[src/rtl/params_pkg.sv]
//------------------------------------------------------------------------------
// Module      : params_pkg
// Description : Shared widths and the result-sink state encoding.
// Revision    : 1.0 - initial release
//------------------------------------------------------------------------------
`default_nettype none

package params_pkg;

    localparam int DATA_LENGTH = 24;
    localparam int SINK_CNT_W  = 16;

    typedef enum logic [1:0] {
        IDLE    = 2'd0,
        COLLECT = 2'd1,
        DRAIN   = 2'd2,
        DONE    = 2'd3
    } sink_state_t;

endpackage

`default_nettype wire

[src/rtl/barrett_result_sink_result_fifo.sv]
//------------------------------------------------------------------------------
// Module      : result_fifo
// Description : Power-of-two FIFO with wrap-bit pointers and a zeroed head when empty.
// Revision    : 1.0 - initial release
//------------------------------------------------------------------------------
`default_nettype none

module result_fifo #(
    parameter int DEPTH = 8,
    parameter int W     = 24
) (
    input  logic         clk,
    input  logic         rst_ni,
    input  logic         push,
    input  logic [W-1:0] push_data,
    input  logic         pop,
    output logic [W-1:0] head,
    output logic         full,
    output logic         empty
);

    localparam int AW = $clog2(DEPTH);

    logic [AW:0]  r_wptr;
    logic [AW:0]  r_rptr;
    logic [W-1:0] r_mem [DEPTH];
    logic         w_push;
    logic         w_pop;

    // Pointers carry one extra wrap bit, so full and empty differ only in that bit.
    assign empty  = (r_wptr == r_rptr);
    assign full   = (r_wptr[AW] != r_rptr[AW]) && (r_wptr[AW-1:0] == r_rptr[AW-1:0]);
    assign w_pop  = pop && !empty;
    assign w_push = push && (!full || w_pop);
    assign head   = empty ? '0 : r_mem[r_rptr[AW-1:0]];

    always_ff @(posedge clk) begin
        if (!rst_ni) begin
            r_wptr <= '0;
            r_rptr <= '0;
        end else begin
            if (w_push) r_wptr <= r_wptr + 1'b1;
            if (w_pop)  r_rptr <= r_rptr + 1'b1;
        end
    end

    always_ff @(posedge clk) begin
        if (w_push) r_mem[r_wptr[AW-1:0]] <= push_data;
    end

endmodule

`default_nettype wire

[src/rtl/barrett_result_sink.sv]
//------------------------------------------------------------------------------
// Module      : barrett_result_sink
// Description : Collects a fixed count of Barrett results into a FIFO for readout.
//               Optional range check enabled by BARRETT_SINK_RANGE_CHECK_EN.
// Revision    : 1.0 - initial release
//------------------------------------------------------------------------------
`default_nettype none

module barrett_result_sink
    import params_pkg::*;
#(
    parameter int DEPTH = 8,
    parameter int W     = DATA_LENGTH
) (
    input  logic                  CLK_pci_sys_clk_p,
    input  logic                  rst_ni,
    input  logic                  start_i,
    input  logic [SINK_CNT_W-1:0] expected_i,
    input  logic                  valid_i,
    input  logic [W-1:0]          result_i,
    input  logic [W-1:0]          q_i,
    input  logic                  rd_ready_i,
    output logic                  rd_valid_o,
    output logic [W-1:0]          rd_data_o,
    output logic [SINK_CNT_W-1:0] count_o,
    output logic                  full_o,
    output logic                  empty_o,
    output logic                  overflow_o,
    output logic                  busy_o,
    output logic                  done_o,
    output logic [SINK_CNT_W-1:0] err_cnt_o
);

    sink_state_t           r_state;
    sink_state_t           w_state_next;
    logic [SINK_CNT_W-1:0] r_expected;
    logic [SINK_CNT_W-1:0] r_count;
    logic [SINK_CNT_W-1:0] w_count_inc;
    logic                  r_overflow;
    logic                  w_accept;
    logic                  w_pop;
    logic                  w_drop;
    logic                  w_start;

    // A zero-length run accepts nothing while it passes through COLLECT.
    assign w_start     = start_i && (r_state == IDLE || r_state == DONE);
    assign w_accept    = (r_state == COLLECT) && valid_i && (r_expected != '0);
    assign w_pop       = rd_valid_o && rd_ready_i;
    assign w_drop      = w_accept && full_o && !w_pop;
    assign w_count_inc = r_count + 1'b1;

    result_fifo #(
        .DEPTH (DEPTH),
        .W     (W)
    ) u_fifo (
        .clk       (CLK_pci_sys_clk_p),
        .rst_ni    (rst_ni),
        .push      (w_accept),
        .push_data (result_i),
        .pop       (w_pop),
        .head      (rd_data_o),
        .full      (full_o),
        .empty     (empty_o)
    );

    always_comb begin
        w_state_next = r_state;
        case (r_state)
            IDLE, DONE: if (start_i) w_state_next = COLLECT;
            COLLECT: begin
                if (r_expected == '0)
                    w_state_next = DRAIN;
                else if (w_accept && w_count_inc == r_expected)
                    w_state_next = DRAIN;
            end
            DRAIN: if (empty_o) w_state_next = DONE;
            default: w_state_next = IDLE;
        endcase
    end

    always_ff @(posedge CLK_pci_sys_clk_p) begin
        if (!rst_ni) begin
            r_state    <= IDLE;
            r_expected <= '0;
            r_count    <= '0;
            r_overflow <= 1'b0;
        end else begin
            r_state <= w_state_next;
            if (w_start) begin
                r_expected <= expected_i;
                r_count    <= '0;
                r_overflow <= 1'b0;
            end else begin
                if (w_accept) r_count    <= w_count_inc;
                if (w_drop)   r_overflow <= 1'b1;
            end
        end
    end

`ifdef BARRETT_SINK_RANGE_CHECK_EN
    logic [SINK_CNT_W-1:0] r_err_cnt;

    // Out-of-range results are counted whether or not they reach the FIFO.
    always_ff @(posedge CLK_pci_sys_clk_p) begin
        if (!rst_ni) begin
            r_err_cnt <= '0;
        end else if (w_start) begin
            r_err_cnt <= '0;
        end else if (w_accept && (result_i >= q_i) && (r_err_cnt != '1)) begin
            r_err_cnt <= r_err_cnt + 1'b1;
        end
    end

    assign err_cnt_o = r_err_cnt;
`else
    logic w_unused_q;
    assign w_unused_q = ^q_i;
    assign err_cnt_o  = '0;
`endif

    assign rd_valid_o = !empty_o;
    assign count_o    = r_count;
    assign overflow_o = r_overflow;
    assign busy_o     = (r_state == COLLECT) || (r_state == DRAIN);
    assign done_o     = (r_state == DONE);

endmodule

`default_nettype wire

[config.mk]
export PLATFORM = sky130hd
export DESIGN_NAME = barrett_result_sink
export DESIGN_NICKNAME = d
export VERILOG_FILES = /design/src/rtl/params_pkg.sv /design/src/rtl/barrett_result_sink_result_fifo.sv /design/src/rtl/barrett_result_sink.sv
export SDC_FILE = /design/constraint.sdc
export NUM_CORES = 1
export LEC_CHECK = 0
export CAP_MARGIN = 20
export CELL_PAD_IN_SITES_DETAIL_PLACEMENT = 1
export CELL_PAD_IN_SITES_GLOBAL_PLACEMENT = 1
export CORE_MARGIN = 3
export CORE_UTILIZATION = 46
export DETAILED_ROUTE_END_ITERATION = 10
export PLACE_DENSITY_LB_ADDON = 0.1
export RECOVER_POWER = 50
export REMOVE_ABC_BUFFERS = 1
export SYNTH_ARGS = -nofsm -noshare
export SYNTH_HDL_FRONTEND = slang
export SYNTH_SLANG_ARGS = --single-unit
[constraint.sdc]
create_clock -name CLK_pci_sys_clk_p -period 5.6 [get_ports CLK_pci_sys_clk_p]
set_input_delay 0.56 -clock CLK_pci_sys_clk_p [delete_from_list [all_inputs] [get_ports CLK_pci_sys_clk_p]]
set_output_delay 0.56 -clock CLK_pci_sys_clk_p [all_outputs]
set_load 0.02 [all_outputs]
* Yosys cells after proc, flatten, opt, wreduce, memory -nomap -nowiden
Memories as Yosys holds them, arrays and structs flattened. A register that Yosys moved wholly into a read port is not among the register bits. Cells that the tools add are included. Widths: inputs -> output; s select.
Storage, ports and cells: output and inout bits 62, bits in registers 43, input port bits 69, word-level logic and storage cells 53, latch bits 0, memories kept 1, bits in writable memories 192, ROM bits 0
Memories:
- u_fifo.r_mem | depth 8, bits a word 24, read ports 1, clocked after memory_dff 1, write ports 1, line barrett_result_sink_result_fifo.sv:26 | logic [W-1:0] r_mem [DEPTH];
Cells by class: equal/unequal tests 10, multipliers 0, reduce and logical (&&, ||, !) cells 22, div/mod/pow operators 0, add/sub/neg operators 3, muxes and demuxes 10, bitwise logic cells 1, order comparisons 0, shift operators 0
Operators with widths (number):
- $mux 24 | 1
- $add 16x1->16 const B | 1
- $eq 16x16->1 | 1
- $logic_not 16->1 | 1
- $reduce_bool 16->1 | 1
- $logic_and 1x1->1 | 10
- $add 4x1->4 const B | 2
- $mux 2 | 4
- $mux 3 | 2
- $pmux 2 s3 | 1
- $eq 2x2->1 const B | 2
- $eq 4x4->1 | 1
- $reduce_or 2->1 | 2
- $eq 3x3->1 | 1
- $logic_not 1->1 | 3
- $logic_or 1x1->1 | 3
- $ne 3x3->1 const B | 1
- $reduce_and 3->1 | 1
- $eq 2x1->1 const B | 1
- $logic_not 2->1 | 1
- $mux 1 | 2
- $ne 2x1->1 const B | 1
- $ne 2x2->1 const B | 1
- $ne 1x1->1 | 1
- $not 1->1 | 1

* Logic depth before layout (Yosys ltp)
Gate-level depths: netlist (run 1).
depth in word-level cells 8, mapped depth 9

* Cells and area by module
From an unflattened synthesis (run 1), not the netlist that was laid out.
Second synthesis, totals: cells, all modules 652, area total of the unflattened synthesis 10147.2 sq um
Modules (own cells, without submodules):
- result_fifo | instances 1, cells an instance 376, area each 7931.4 sq um
- barrett_result_sink | instances 1, cells an instance 276, area each 2215.9 sq um

* Worst setup path after synthesis (run 1)
OpenSTA, ideal clock, no wires.
path kind register to register, start point reg u_fifo.r_wptr[0], end point mem u_fifo.r_mem[0][0] (enable), period minus slack after synthesis 3.952 ns, data required time 5.134 ns, slack 1.648 ns, path buffers 1, stages on the path, launching flop included 7, data arrival time 3.486 ns, path through dfxtp_1 > clkbuf_1 > xor2_1 > nor4_1 > nand2b_1 > nand2_1 > nor4_1
On the way: elaborated cells on any way between the ends 11, those cells by class eq/ne (2); mux (2); reduce/logical (7)
RTL lines:
- start: declaration | line barrett_result_sink_result_fifo.sv:24 | logic [AW:0] r_wptr;
- start signal: assignment | line barrett_result_sink_result_fifo.sv:42 | if (w_push) r_wptr <= r_wptr + 1'b1;
- $eq 3x3->1 | line barrett_result_sink_result_fifo.sv:32 | assign full = (r_wptr[AW] != r_rptr[AW]) && (r_wptr[AW-1:0] == r_rptr[AW-1:0]);
- $logic_and 1x1->1 | line barrett_result_sink_result_fifo.sv:32
- net full_o | line barrett_result_sink.sv:26 | output logic full_o,
- $logic_not 1->1 | line barrett_result_sink_result_fifo.sv:34 | assign w_push = push && (!full || w_pop);
- $logic_or 1x1->1 | line barrett_result_sink_result_fifo.sv:34
- $logic_and 1x1->1 | line barrett_result_sink_result_fifo.sv:34
- $mux 1 | line barrett_result_sink_result_fifo.sv:48 | if (w_push) r_mem[r_wptr[AW-1:0]] <= push_data;
- $mux 1 (not written as such) | line barrett_result_sink_result_fifo.sv:48
- end: declaration | line barrett_result_sink_result_fifo.sv:26
The timed path passes the listed nets, and every way through them passes these cells.

* Final worst setup path (run 1)
start point reg u_fifo.r_wptr[0], end point out rd_data_o[14]
On the way: word-level cells in the longest chain between the ends 2
Ends and longest elaborated chain:
- $eq 4x4->1 | line barrett_result_sink_result_fifo.sv:31 | assign empty = (r_wptr == r_rptr);
- $mux 24 | line barrett_result_sink_result_fifo.sv:35 | assign head = empty ? '0 : r_mem[r_rptr[AW-1:0]];
- end: declaration | line barrett_result_sink.sv:24 | output logic [W-1:0] rd_data_o,
No other way between the ends.

==> impl_metrics.env, run 1 <==
export IMPL_hold_class="flop to flop"
export IMPL_synth_main_ff_cell="edfxtp_1"
export IMPL_pre_cts_ws_ns=2.101
export IMPL_tritoncts="built"
export IMPL_cts_resized_gates=0
export IMPL_die_h_um=152.4
export IMPL_cellLeakagePower_uw=0.003873
export IMPL_clk_pin_slew_ns=0.06
export IMPL_die_w_um=152.4
export IMPL_max_cap_violations=0
export IMPL_grt_pass1_wl_um=34820
export IMPL_synthCells=626
export IMPL_antenna_found_initial=1
export IMPL_clock_latency_ns=0.51
export IMPL_cts_root_buffer="clkbuf_16"
export IMPL_multi_input_area_um2=2970
export IMPL_powerDensity_nw_per_um2=427.9
export IMPL_p_int_uw=3686
export IMPL_rsz0062_at_grt="no"
export IMPL_cp_end_kind="output pin"
export IMPL_route_vias_total=5465
export IMPL_startpoint_type="flop"
export IMPL_drive_gt1_frac=0.1535
export IMPL_initial_core_util=0.4781
export IMPL_fillers=1918
export IMPL_r2r_slack_ns=2.91
export IMPL_htreeDepth=1
export IMPL_postCtsSetupBuffers=0
export IMPL_cts_sinks=238
export IMPL_p_seq_frac=0.423
export IMPL_power_uw=5092
export IMPL_ctsHoldBuffers=0
export IMPL_finalCoreUtilization=0.5770
export IMPL_whs_ns=0.4950
export IMPL_ys_seq_area_frac=0.6781
export IMPL_fmax_mhz=253.1
export IMPL_io_pin_count=131
export IMPL_synthToLayoutAreaGrowth_pct=20.68
export IMPL_min_period_ns=3.951
export IMPL_p_sw_uw=1405
export IMPL_critPathMaxFanout=25
export IMPL_synth_edff_count=192
export IMPL_p_comb_frac=0.226
export IMPL_firstDrtPassIters=5
export IMPL_ys_warn_count=0
export IMPL_required_ns=5.04
export IMPL_seq_area_um2=6693
export IMPL_synth_area_per_cell_um2=15.75
export IMPL_numPortBuffers=90
export IMPL_num_antenna_cells=0
export IMPL_ys_ff_latch=238
export IMPL_worst_pin_slew_ns=1.013
export IMPL_arrival_ns=3.39
export IMPL_grt_pass1_vias=5993
export IMPL_overflow=0
export IMPL_viasPerCell=5.432
export IMPL_fin_crit_sh=0.7055
export IMPL_synth_top_cell_area_share=0.5847
export IMPL_synth_top_area_cell="edfxtp_1"
export IMPL_setup_violations_final=0
export IMPL_cts_buffers=25
export IMPL_drtAntennaViolNets=0
export IMPL_slew_headroom=0.3250
export IMPL_ir_worst_vdd_mv=0.3037
export IMPL_post_drt_wl_per_cell_um=21.40
export IMPL_skew_ns=0.01024
export IMPL_synthTopCellsByArea="edfxtp_1, mux4_2, dfxtp_1"
export IMPL_fp_dieArea_um2=23230
export IMPL_drc_errors=0
export IMPL_postSynth_asyncResetShare=0
export IMPL_final_nets=793
export IMPL_fin_tns_setup_ns=0
export IMPL_p_clk_frac=0.351
export IMPL_dp_hpwl_um=13020
export IMPL_gp_congestion=0.7770
export IMPL_final_hold_viol_count=0
export IMPL_clk_path_buf_depth=3
export IMPL_swShare=0.2760
export IMPL_synth_cell_types=45
export IMPL_core_area_um2=20620
export IMPL_status="finished clean"
export IMPL_fp_row_count=52
export IMPL_grt_max_degree=49
export IMPL_routed_wl_um=21530
export IMPL_crit_type="flop to output pin"
export IMPL_grtUsageTotal=0.1875
export IMPL_drt_iter0_drc=315
export IMPL_report_final_slew_viol_count=0
export IMPL_postLayoutSetupSlackWorst_ns=1.649
export IMPL_syn_area_um2=9861
-- path summary, 6_finish.rpt --
kind / start / endpoint / cells after the start
worst max-delay path: u_fifo.r_wptr[0] / rd_data_o[14] / 5
worst min-delay path: r_expected[2] / r_expected[2] / 2
worst max register to register: r_expected[11] / u_fifo.r_mem[6][9] / 7
worst min register to register: r_expected[2] / r_expected[2] / 2
-- worst max-delay path, stage by stage (launching register included) --
cell and delay, ns:
dfxtp_1 0.56, xor2_1 0.22, or4_1 0.25, clkinv_1 0.80, nor2_1 0.37, clkdlybuf4s50_1 0.65
-- metrics by stage --
| stage | area, µm² | instances |
|---|---|---|
| finish | 11900 | 1006 |
| global route | 11900 | 1006 |
| CTS | 11900 | 1006 |
| detailed placement | 11000 | 961 |
| global placement | 11000 | 961 |
| floorplan | 9651 | 591 |
-- layout make-up --
cell class	instances	area share
clock buffers	28	0.05520
clock inverters	17	0.02050
inverters	6	0.001893
multi-input cells	347	0.2496
flip-flops and latches	238	0.5624
well taps	270	0.02839
repair buffers	100	0.08201
-- flip-flops by register name, summed over array words and instances, names as in the netlist, named ones only --
name	count
count_o	16
overflow_o	1
r_expected	16
r_state	2
u_fifo.r_mem	192
u_fifo.r_rptr	4
u_fifo.r_wptr	4
-- cell families (layout without fill, tap and decap cells) --
kind of cell,Yosys count,in the layout,share of synthesized area
multiplexers,74,74,0.1360
flip-flops,238,238,0.6781
other,1,16,0.0003803
AO/OA/AOI/OAI,36,36,0.02665
adder cells (fa/ha/maj),6,6,0.007613
XOR/XNOR,47,47,0.04175
AND/OR/NAND/NOR,168,168,0.08019
buffers and inverters,56,151,0.02931
-- synth_stat cells (all sizes together), types with 2 or more instances --
cell type	number
nand2	58
dfxtp	46
inv	5
nor2	44
xor2	17
or3	3
nand3	14
and4	2
nor4	9
nand2b	3
buf	29
edfxtp	192
a21boi	17
nor3	12
and2	9
o21ai	5
and3	3
a21oi	6
mux4	48
nand4	5
ha	6
xnor2	30
mux2i	26
clkbuf	21
-- power by group through the flow --
| stage | clock (µW) | sequential, µW | combinational, µW |
|---|---|---|---|
| detailed placement | 0 | 2200 | 1170 |
| finish | 1780 | 2150 | 1150 |
| global placement | 0 | 2190 | 1140 |
| CTS | 1820 | 2160 | 1180 |
| global route | 1900 | 2180 | 1250 |
| floorplan | 0 | 2160 | 739 |
-- metal layers --
layer / vias to the layer above / global-route usage / wire [µm]
li1: 2505 / - / -
met1: 2804 / 0.2688 / 9795
met2: 127 / 0.3101 / 10480
met3: 27 / 0.02698 / 888
met4: 2 / 0.04073 / 351
met5: - / 0 / 13
-- layout by cell type, fill, tap and decap left out, types with 3 or more instances in the layout --
master and instances:
edfxtp_1 192, nand2_1 58, clkdlybuf4s50_1 57, mux4_2 48, nor2_1 43, dfxtp_1 43, dlygate4sd3_1 33, xnor2_1 30
mux2i_1 26, clkbuf_16 25, xor2_1 17, a21boi_0 17, conb_1 16, nand3_1 13, buf_4 10, nor4_1 8
nor3_1 8, and2_0 7, a21oi_1 6, ha_1 6, bufinv_16 6, clkinv_2 6, inv_1 5, nand4_1 4
nor3_2 4, o21ai_0 4, clkinv_1 3, and3_1 3, nand2b_1 3, or3_1 3
No activity file was read; power rests on OpenSTA's default activity.
==> run 2, diff against run 1 <==
Settings changed: CORE_UTILIZATION 46 to 42.
Clock period 5.6 ns to 3.26 ns, I/O delays scaled along.
==> impl_metrics.env, run 2 (synthesis results as in run 1) <==
export IMPL_status="finished clean"
export IMPL_postCtsSetupBuffers=0
export IMPL_cts_sinks=238
export IMPL_hold_class="input port to flop"
export IMPL_cp_endpoint="rd_data_o[9]"
export IMPL_startpoint_type="flop"
export IMPL_clk_path_buf_depth=3
export IMPL_final_nets=813
export IMPL_die_w_um=159.2
export IMPL_drive_gt1_frac=0.1662
export IMPL_finalNonFillerCells=1071
export IMPL_grtUsageTotal=0.1745
export IMPL_crit_type="flop to output pin"
export IMPL_firstDrtPassIters=4
export IMPL_grt_max_degree=33
export IMPL_fp_row_count=55
export IMPL_cellLeakagePower_uw=0.003947
export IMPL_fp_dieArea_um2=25350
export IMPL_cp_cell_sequence="buf_12, mux4_2, mux2i_1, nor2_1, clkdlybuf4s50_1"
export IMPL_critPathMaxFanout=22
export IMPL_tritoncts="built"
export IMPL_post_drt_wl_per_cell_um=20.66
export IMPL_numPortBuffers=90
export IMPL_required_ns=2.93
export IMPL_route_vias_total=5558
export IMPL_rsz0062_at_grt="no"
export IMPL_r2r_end="u_fifo.r_mem[1][18]"
export IMPL_fin_crit_sh=0.9392
export IMPL_antenna_found_initial=0
export IMPL_cp_top_family="buffers and inverters"
export IMPL_r2r_start="r_expected[11]"
export IMPL_worst_pin_slew_ns=0.8702
export IMPL_clock_latency_ns=0.52
export IMPL_overflow=0
export IMPL_cp_num_buf_inv=2
export IMPL_htreeDepth=1
export IMPL_initial_core_util=0.4316
export IMPL_powerDensity_nw_per_um2=708.4
export IMPL_setup_violations_final=0
export IMPL_viasPerCell=5.190
export IMPL_cpMaxStageDelayCell="dfxtp_4"
export IMPL_max_cap_violations=0
export IMPL_largest_reg_flops=192
export IMPL_report_final_slew_viol_count=0
export IMPL_drtAntennaViolNets=0
export IMPL_grt_pass1_vias=6016
export IMPL_dp_hpwl_um=14180
export IMPL_cts_buffers=26
export IMPL_drc_errors=0
export IMPL_core_area_um2=22850
export IMPL_whs_ns=0.3752
export IMPL_cts_root_buffer="clkbuf_16"
export IMPL_dpl_cell_count=1022
export IMPL_cp_depth=5
export IMPL_grt_pass1_wl_um=35090
export IMPL_ctsHoldBuffers=0
export IMPL_reg2reg_depth=6
export IMPL_clk_pin_slew_ns=0.06
export IMPL_die_h_um=159.2
export IMPL_final_hold_viol_count=0
export IMPL_min_period_ns=3.062
export IMPL_io_pin_count=131
export IMPL_fillers=2199
export IMPL_cts_resized_gates=0
export IMPL_final_common_cell="edfxtp_1"
export IMPL_cpPeakStageDelay_ns=0.54
export IMPL_arrival_ns=2.74
export IMPL_routed_wl_um=22120
export IMPL_gp_congestion=0.7603
export IMPL_cp_end_kind="output pin"
export IMPL_num_antenna_cells=0
export IMPL_ir_worst_vdd_mv=0.3888
export IMPL_skew_ns=0.01170
export IMPL_slew_headroom=0.4167
export IMPL_fmax_mhz=326.6
export IMPL_final_cell_mix="edfxtp_1, nand2_1, mux4_2, clkdlybuf4s50_1, dfxtp_1"
export IMPL_r2r_slack_ns=0.50
export IMPL_min_from="expected_i[10]"
export IMPL_drt_iter0_drc=293
export IMPL_synthToLayoutAreaGrowth_pct=21.94
run 2: per-layer routing:
layer / vias up / share of wire / track usage
met5: - / 0 / 0
li1: 2561 / - / -
met3: 23 / 0.037 / 0.02810
met1: 2859 / 0.44 / 0.2310
met2: 115 / 0.51 / 0.3099
met4: 0 / 0.011 / 0.03024
run 2: worst min path at each step:
stage	endpoint	slack, ns	depth (start not counted)
6_report	r_expected[10]	0.38	3
5_1_grt	r_expected[6]	0.36	3
4_1_cts	r_expected[6]	0.35	3
2_1_floorplan	u_fifo.r_mem[0][0]	0.42	0
3_3_place_gp	r_state[1]	0.48	2
3_5_place_dp	r_expected[4]	0.49	2
run 2: worst min-delay path: cells and delay by family:
kind,cells,cell delay [ns]
AOI/OAI and AO/OA,1,0.06
and+or+nand+nor,1,0.05
buffers and inverters,1,0.40
run 2: layout make-up:
cell class                      instances  area [µm²]  share of cell area
Multi-Input combinational cell        347        2973              0.2472
Inverter                                6       22.52            0.001873
Timing Repair Buffer                  119        1144             0.09511
Clock buffer                           41       747.0             0.06212
Sequential cell                       238        6691              0.5565
Clock inverter                          7       55.05            0.004579
Tap cell                              313       391.6             0.03257
run 2: through the flow:
step	utilization	setup slack, ns	power (µW)	setup TNS, ns	cell area [µm²]
6_report	0.5263	0.1983	8518	0	12020
5_1_grt	0.5263	0.005322	8944	0	12020
3_3_place_gp	0.4909	0.2855	5868	0	11210
2_1_floorplan	-	-0.5757	4975	-15.62	9651
4_1_cts	0.5260	0.1478	8661	0	12020
3_5_place_dp	0.4909	0.2363	5931	0	11210
run 2: where the power goes:
part | internal [µW] | switching, µW
logic | 1060 | 1170
clock network | 1580 | 1130
registers | 3440 | 136
total | 6080 | 2440
